==> src/rtl/vend_pkg.sv <==
// Shared definitions for the vending-machine controller and its change dispenser:
// dispenser state encoding, coin codes/values and controller prices.
package vend_pkg;

    typedef enum logic [2:0] {
        StIdle,
        StSel,
        StIssue,
        StDone,
        StFault
    } disp_state_t;

    localparam logic [1:0] COIN_5 = 2'b10;
    localparam logic [1:0] COIN_2 = 2'b01;
    localparam logic [1:0] COIN_1 = 2'b00;

    localparam int unsigned COIN_5_VAL = 5;
    localparam int unsigned COIN_2_VAL = 2;
    localparam int unsigned COIN_1_VAL = 1;

    localparam int unsigned PRICE_0 = 7;
    localparam int unsigned PRICE_1 = 5;
    localparam int unsigned PRICE_2 = 2;
    localparam int unsigned PRICE_3 = 10;

    function automatic int unsigned coin_value(input logic [1:0] code);
        case (code)
            COIN_5:  return COIN_5_VAL;
            COIN_2:  return COIN_2_VAL;
            COIN_1:  return COIN_1_VAL;
            default: return 0;
        endcase
    endfunction

endpackage

==> src/rtl/coin_select.sv <==
// Greedy coin picker: largest coin not exceeding the amount owed whose tube is not empty.
module coin_select
    import vend_pkg::*;
#(
    parameter int unsigned AMT_W = 4
) (
    input  logic [AMT_W-1:0] remaining,
    input  logic [2:0]       tube_empty,
    output logic             sel_valid,
    output logic [1:0]       sel_type,
    output logic [AMT_W-1:0] sel_value
);

    always_comb begin
        sel_valid = 1'b1;
        sel_type  = COIN_1;
        sel_value = AMT_W'(COIN_1_VAL);
        if (remaining >= AMT_W'(COIN_5_VAL) && !tube_empty[2]) begin
            sel_type  = COIN_5;
            sel_value = AMT_W'(COIN_5_VAL);
        end else if (remaining >= AMT_W'(COIN_2_VAL) && !tube_empty[1]) begin
            sel_type  = COIN_2;
            sel_value = AMT_W'(COIN_2_VAL);
        end else if (tube_empty[0]) begin
            sel_valid = 1'b0;
        end
    end

endmodule

==> src/rtl/change_dispenser.sv <==
// Pays out captured change one coin at a time over a valid/ready handshake.
// Per-type coin tallies are built only when CHANGE_DISP_TALLY_EN is defined.
module change_dispenser
    import vend_pkg::*;
#(
    parameter int unsigned AMT_W = 4
) (
    input  logic             clk,
    input  logic             clr,
    input  logic             vend_done,
    input  logic [AMT_W-1:0] change_in,
    input  logic [2:0]       tube_empty,
    input  logic             coin_ready,
    output logic             coin_valid,
    output logic [1:0]       coin_type,
    output logic             busy,
    output logic             done,
    output logic             fault,
    output logic [AMT_W-1:0] remaining,
    output logic [AMT_W-1:0] cnt5,
    output logic [AMT_W-1:0] cnt2,
    output logic [AMT_W-1:0] cnt1
);

    disp_state_t      state;
    logic             vend_q;
    logic             vend_armed;
    logic [AMT_W-1:0] issue_value;
    logic             sel_valid;
    logic [1:0]       sel_type;
    logic [AMT_W-1:0] sel_value;
    logic             start;
    logic             handshake;

    coin_select #(
        .AMT_W(AMT_W)
    ) u_coin_select (
        .remaining (remaining),
        .tube_empty(tube_empty),
        .sel_valid (sel_valid),
        .sel_type  (sel_type),
        .sel_value (sel_value)
    );

    // vend_armed blocks a start from a vend_done level that was already high across clr.
    assign start     = (state == StIdle) && vend_done && !vend_q && vend_armed;
    assign handshake = coin_valid && coin_ready;

    always_ff @(posedge clk) begin
        if (clr) begin
            state       <= StIdle;
            vend_q      <= 1'b0;
            vend_armed  <= ~vend_done;
            coin_valid  <= 1'b0;
            coin_type   <= COIN_1;
            remaining   <= '0;
            issue_value <= '0;
        end else begin
            vend_q <= vend_done;
            if (!vend_done) begin
                vend_armed <= 1'b1;
            end
            case (state)
                StIdle: begin
                    if (start) begin
                        remaining <= change_in;
                        state     <= StSel;
                    end
                end
                StSel: begin
                    if (remaining == '0) begin
                        state <= StDone;
                    end else if (sel_valid) begin
                        coin_type   <= sel_type;
                        issue_value <= sel_value;
                        coin_valid  <= 1'b1;
                        state       <= StIssue;
                    end else begin
                        state <= StFault;
                    end
                end
                StIssue: begin
                    if (handshake) begin
                        remaining  <= remaining - issue_value;
                        coin_valid <= 1'b0;
                        state      <= StSel;
                    end
                end
                StDone: begin
                    state <= StIdle;
                end
                StFault: begin
                    coin_valid <= 1'b0;
                end
                default: begin
                    state      <= StIdle;
                    coin_valid <= 1'b0;
                end
            endcase
        end
    end

    assign busy  = (state == StSel) || (state == StIssue) || (state == StDone);
    assign done  = (state == StDone);
    assign fault = (state == StFault);

`ifdef CHANGE_DISP_TALLY_EN
    always_ff @(posedge clk) begin
        if (clr || start) begin
            cnt5 <= '0;
            cnt2 <= '0;
            cnt1 <= '0;
        end else if (state == StIssue && handshake) begin
            case (coin_type)
                COIN_5:  if (cnt5 != '1) cnt5 <= cnt5 + AMT_W'(1);
                COIN_2:  if (cnt2 != '1) cnt2 <= cnt2 + AMT_W'(1);
                default: if (cnt1 != '1) cnt1 <= cnt1 + AMT_W'(1);
            endcase
        end
    end
`else
    assign cnt5 = '0;
    assign cnt2 = '0;
    assign cnt1 = '0;
`endif

endmodule

==> config.mk <==
export PLATFORM = sky130hd
export DESIGN_NAME = change_dispenser
export DESIGN_NICKNAME = d
export VERILOG_FILES = /design/src/rtl/vend_pkg.sv /design/src/rtl/coin_select.sv /design/src/rtl/change_dispenser.sv
export SDC_FILE = /design/constraint.sdc
export NUM_CORES = 1
export LEC_CHECK = 0
export ABC_AREA = 1
export CAP_MARGIN = 30
export CORE_MARGIN = 2
export CORE_UTILIZATION = 39
export DETAILED_ROUTE_END_ITERATION = 16
export HOLD_SLACK_MARGIN = 0.02
export PLACE_DENSITY = 0.78
export REMOVE_ABC_BUFFERS = 1
export SLEW_MARGIN = 40
export SYNTH_ARGS = -nofsm -noshare
export SYNTH_HDL_FRONTEND = slang
export SYNTH_SLANG_ARGS = --single-unit
==> constraint.sdc <==
create_clock -name clk -period 1.5 [get_ports clk]
set_input_delay 0.3 -clock clk [delete_from_list [all_inputs] [get_ports clk]]
set_output_delay 0.3 -clock clk [all_outputs]
set_load 0.05 [all_outputs]
## Word-level counts from Yosys, hierarchy flattened

Cells that the tools add are included.
Widths: inputs -> output; s select.

| word-level totals | value |
|---|---|
| output and inout port bits | 22 |
| register bits | 16 |
| word-level logic and storage cells | 63 |

| operators by class | value |
|---|---|
| muxes and demuxes | 21 |
| eq/ne operators | 9 |
| reductions and logical operators | 19 |
| magnitude comparators | 2 |
| bitwise logic cells | 4 |
| add/subtract/negate cells | 1 |

Operator list:

| kind | number |
|---|---|
| $mux 3 | 4 |
| $mux 4 | 3 |
| $pmux 3 s4 | 1 |
| $ne 2x2->1 const B | 5 |
| $mux 1 | 9 |
| $reduce_and 3->1 | 3 |
| $pmux 4 s2 | 1 |
| $eq 3x2->1 const B | 2 |
| $logic_and 1x1->1 | 6 |
| $ge 4x2->1 const B | 1 |
| $ge 4x3->1 const B | 1 |
| $logic_not 4->1 | 1 |
| $mux 2 | 2 |
| $not 1->1 | 4 |
| $reduce_and 4->1 | 1 |
| $sub 4x4->4 | 1 |
| $eq 3x1->1 const B | 1 |
| $eq 3x3->1 const B | 1 |
| $logic_not 1->1 | 3 |
| $logic_not 3->1 | 1 |
| $pmux 1 s3 | 1 |
| $logic_or 1x1->1 | 2 |
| $reduce_bool 2->1 | 1 |
| $reduce_or 2->1 | 1 |

## Depth between registers and ports, before layout

| depth | value |
|---|---|
| depth in word-level cells | 7 |
| mapped depth | 8 |
| depth with buffers taken out | 8 |

## Modules after synthesis

A second synthesis with hierarchy kept.

| unflattened totals | value |
|---|---|
| cell total of the unflattened synthesis | 161 |
| area total of the unflattened synthesis | 1112.3 µm² |

Modules (own cells, without submodules):

| module | cells an instance | area an instance (µm²) | times used |
|---|---|---|---|
| change_dispenser | 142 | 1017.2 | 1 |
| coin_select | 19 | 95.1 | 1 |

## Least setup slack after synthesis

Ideal clock, no wire load.

| timing path | value |
|---|---|
| kind | flip-flop to flip-flop |
| start | register remaining[0] |
| end | register remaining[2] |
| buffers on the path | 0 |
| setup slack | -380 ps |
| required time | 1382 ps |
| period minus slack after synthesis | 1880 ps |
| data arrival time | 1762 ps |
| stages on the path, launching flop included | 8 |
| cell sequence | dfxtp_1 > inv_1 > ha_1 > fa_1 > xor2_1 > o21ai_0 > o21ai_0 > nor2_1 |

| between the ends | value |
|---|---|
| word-level cells in the longest chain between the ends | 3 |

RTL lines:

| what | line | source |
|---|---|---|
| from (decl) | change_dispenser.sv:19 | `output logic [AMT_W-1:0] remaining,` |
| from (signal assigned) | change_dispenser.sv:66 | `remaining <= change_in;` |
| from (signal assigned) | change_dispenser.sv:84 | `remaining <= remaining - issue_value;` |
| $sub 4x4->4 | change_dispenser.sv:84 |  |
| $mux 4 | change_dispenser.sv:83 | `if (handshake) begin` |
| $pmux 4 s2 | change_dispenser.sv:63 | `case (state)` |

Every way passes these cells. The select of a mux whose other input is x is not followed.
A chain may end at the register's enable or synchronous reset.

## Final worst setup path

| timing path | value |
|---|---|
| start | register remaining[0] |
| end | register remaining[1] |

Same word-level chain as after synthesis.

==> results.yml <==
clock_network:
  root_buffer: "clkbuf_4"
  cts.clk_slew.worst_paths_ns: 0.08
  cts_max_level: 1
  numClockSinks: 13
  clk_latency_ns: 0.27
  cts_tree: "yes"
  cts_buffers: 3
  clock_path_buffers: 2
  postCtsSetupBuffers: 0
routing:
  antenna_left: 0
  vias: 850
  drt_wl_total_um: 1890
  wl_per_cell_um: 10.3
  via_per_inst: 4.64
  drt_pass1_iterations: 4
  drt_iter0_drc: 17
  drc: 0
critical_path:
  r2r-end: "remaining[1]"
  crit_path_max_fanout: 2
  cp.required_ns: 1.66
  cp_slowest_cell: "fa_2"
  start_kind: "flip-flop"
  crit_end: "remaining[1]"
  critPathMaxStageDelay_ns: 0.51
  crit_start: "remaining[0]"
  critical_path_class: "reg2reg"
  r2r_slack_ns: 0.07
  rr_startpoint: "remaining[0]"
  arrival_ns: 1.59
  cp_cell_sequence: "inv_2 > ha_2 > fa_2 > o21ai_0 > o21ai_1 > a21oi_1"
  rr_worst_depth: 6
  setup.worst_path.end_class: "flip-flop"
global_routing:
  grt_pass1_wl_um: 3000
  grt_max_degree: 10
  grt_use_total: 0.148
  grt_overflow_total: 0
  antenna_found_initial: 0
  grt_pass1_vias: 759
yosys:
  ys_types: 22
  synth_top_area_cell: "dfxtp_1"
  synth_cells: 125
  netlist_top_cells_count: "21 x nand2_1, 18 x inv_1, 14 x buf_4, 12 x dfxtp_1, 12 x nand3_1"
  yosysSeqAreaShare: 0.307
  synth_top_area_share: 0.273
  synth_area_per_cell_um2: 7.04
  syn-cell-area_um2: 880
  ys_top_cells_by_area: "dfxtp_1 27%, buf_4 12%, nand2_1 9.0%"
  ys_warn_count: 0
  synth_edf_count: 1
  ys_seq_elements: 13
  ys_async_sr_fraction: 0
  synthMostInstantiatedCell: "nand2_1"
  synth_flop_cell: "dfxtp_1"
place:
  hpwlAfterDp_um: 1540
  port_buffers: 20
  gp_congestion: 0.877
floorplanning:
  ios: 33
  initial_core_util: 0.405
  core.rowCount: 17
  fp.dieW_um: 51.5
  fp.dieArea_um2: 2650
  core-area_um2: 2170
  die_y_um: 51.5
worst_hold_path:
  hold_class: "reg2reg"
sta:
  finalClockSkew_ns: 0.00332
  max_freq_mhz: 699
  finalSetupViolCount: 0
  hold_slack_ns: 0.485
  min_period_ns: 1.43
  fin_crit_sh: 0.954
  finalMaxSlewViolations: 0
  hold_violations: 0
final_layout:
  post-route-util: 0.583
  antenna_cells: 0
  register_area_um2: 277
  multi_input_area_um2: 488
  nFillCells: 202
  drive_gt1_frac: 0.258
  area_growth_pct: 43.8
  final_nets: 171
pwr:
  max-vdd-ir-drop_uv: 1140
  p_per_area_nw_per_um2: 2060
  p_leak_nw: 0.593
flow_run:
  maxCapViolations: 0
status:
  status: "completed"
## metal layers
| layer | share of wire | GRT usage | vias up |
|---|---|---|---|
| met5 | 0 | 0 | - |
| met4 | 0.0058 | 0.0526 | 0 |
| met3 | 0.064 | 0.0287 | 2 |
| met2 | 0.50 | 0.276 | 33 |
| met1 | 0.42 | 0.165 | 381 |
| li1 | - | - | 434 |
## logic make-up after synthesis
family / share of synthesized area
AO/OA/AOI/OAI: 0.114
AND/OR/NAND/NOR: 0.299
other: 0.00426
flip-flops: 0.307
adder cells (fa/ha/maj): 0.0654
buffers and inverters: 0.201
XOR/XNOR: 0.00996
## worst max-delay path, delay by kind of cell, from the launching register on
| family | cells | cell delay, ns |
|---|---|---|
| DFF | 1 | 0.34 |
| AOI/OAI and AO/OA | 3 | 0.25 |
| buffers and inverters | 1 | 0.04 |
| adders and majority gates | 2 | 0.69 |
## cell type report
class	count	area share
multi-input cells	90	0.386
clock buffers	4	0.0208
inverters	19	0.0564
repair buffers	29	0.291
well taps	28	0.0277
flip-flops and latches	13	0.219
## flip-flops by register name, summed over array words and instances (netlist names)
name         flops
issue_value      2
coin_valid       1
vend_q           1
vend_armed       1
remaining        4
state            3
coin_type        1
## worst min path at each step
stage                               from              to  slack (ns)  depth (start not counted)
after global placement    issue_value[0]  issue_value[0]        0.47                          2
after global routing      issue_value[2]  issue_value[2]        0.52                          2
after CTS                 issue_value[0]  issue_value[0]        0.49                          2
after detailed placement  issue_value[0]  issue_value[0]        0.47                          2
final                     issue_value[2]  issue_value[2]        0.48                          2
after floorplan                      clr    remaining[3]        0.36                          1
## where the power goes
part	leakage (nW)	internal (mW)	switching, mW
combinational	0.468	0.765	1.04
clock	0.0150	0.103	0.109
sequential	0.110	0.465	0.131
## placed cells by master (no fill, tap or decap), drive strengths merged
| master | instances |
|---|---|
| buf | 19 |
| dfxtp | 12 |
| inv | 19 |
| clkbuf | 4 |
| a21oi | 10 |
| nand3 | 15 |
| nor2 | 13 |
| ha | 3 |
| nand2 | 23 |
| edfxtp | 1 |
| nor3 | 1 |
| clkdlybuf4s50 | 10 |
| a31oi | 1 |
| o21ai | 8 |
| nand3b | 2 |
| xor2 | 1 |
| fa | 1 |
| conb | 12 |
## stage by stage
stage	power (mW)	setup TNS, ns	instance area, µm²	std cells	setup WS (ns)
finish	2.61	0	1260	183	0.0690
global route	2.81	-0.00533	1260	183	-0.00533
CTS	2.57	-0.0140	1240	183	-0.0140
detailed placement	2.35	-0.0198	1220	179	-0.0128
global placement	2.30	0	1220	179	0.0291
floorplan	1.65	-0.890	816	122	-0.380
## what timing repair did
action | 4_1_cts | 5_1_grt
setup endpoints to repair | 1 | 6
resized for setup | 0 | 12
hold buffers | 0 | 0
pin swaps | 0 | 2
No activity file was read; power rests on OpenSTA's default activity.
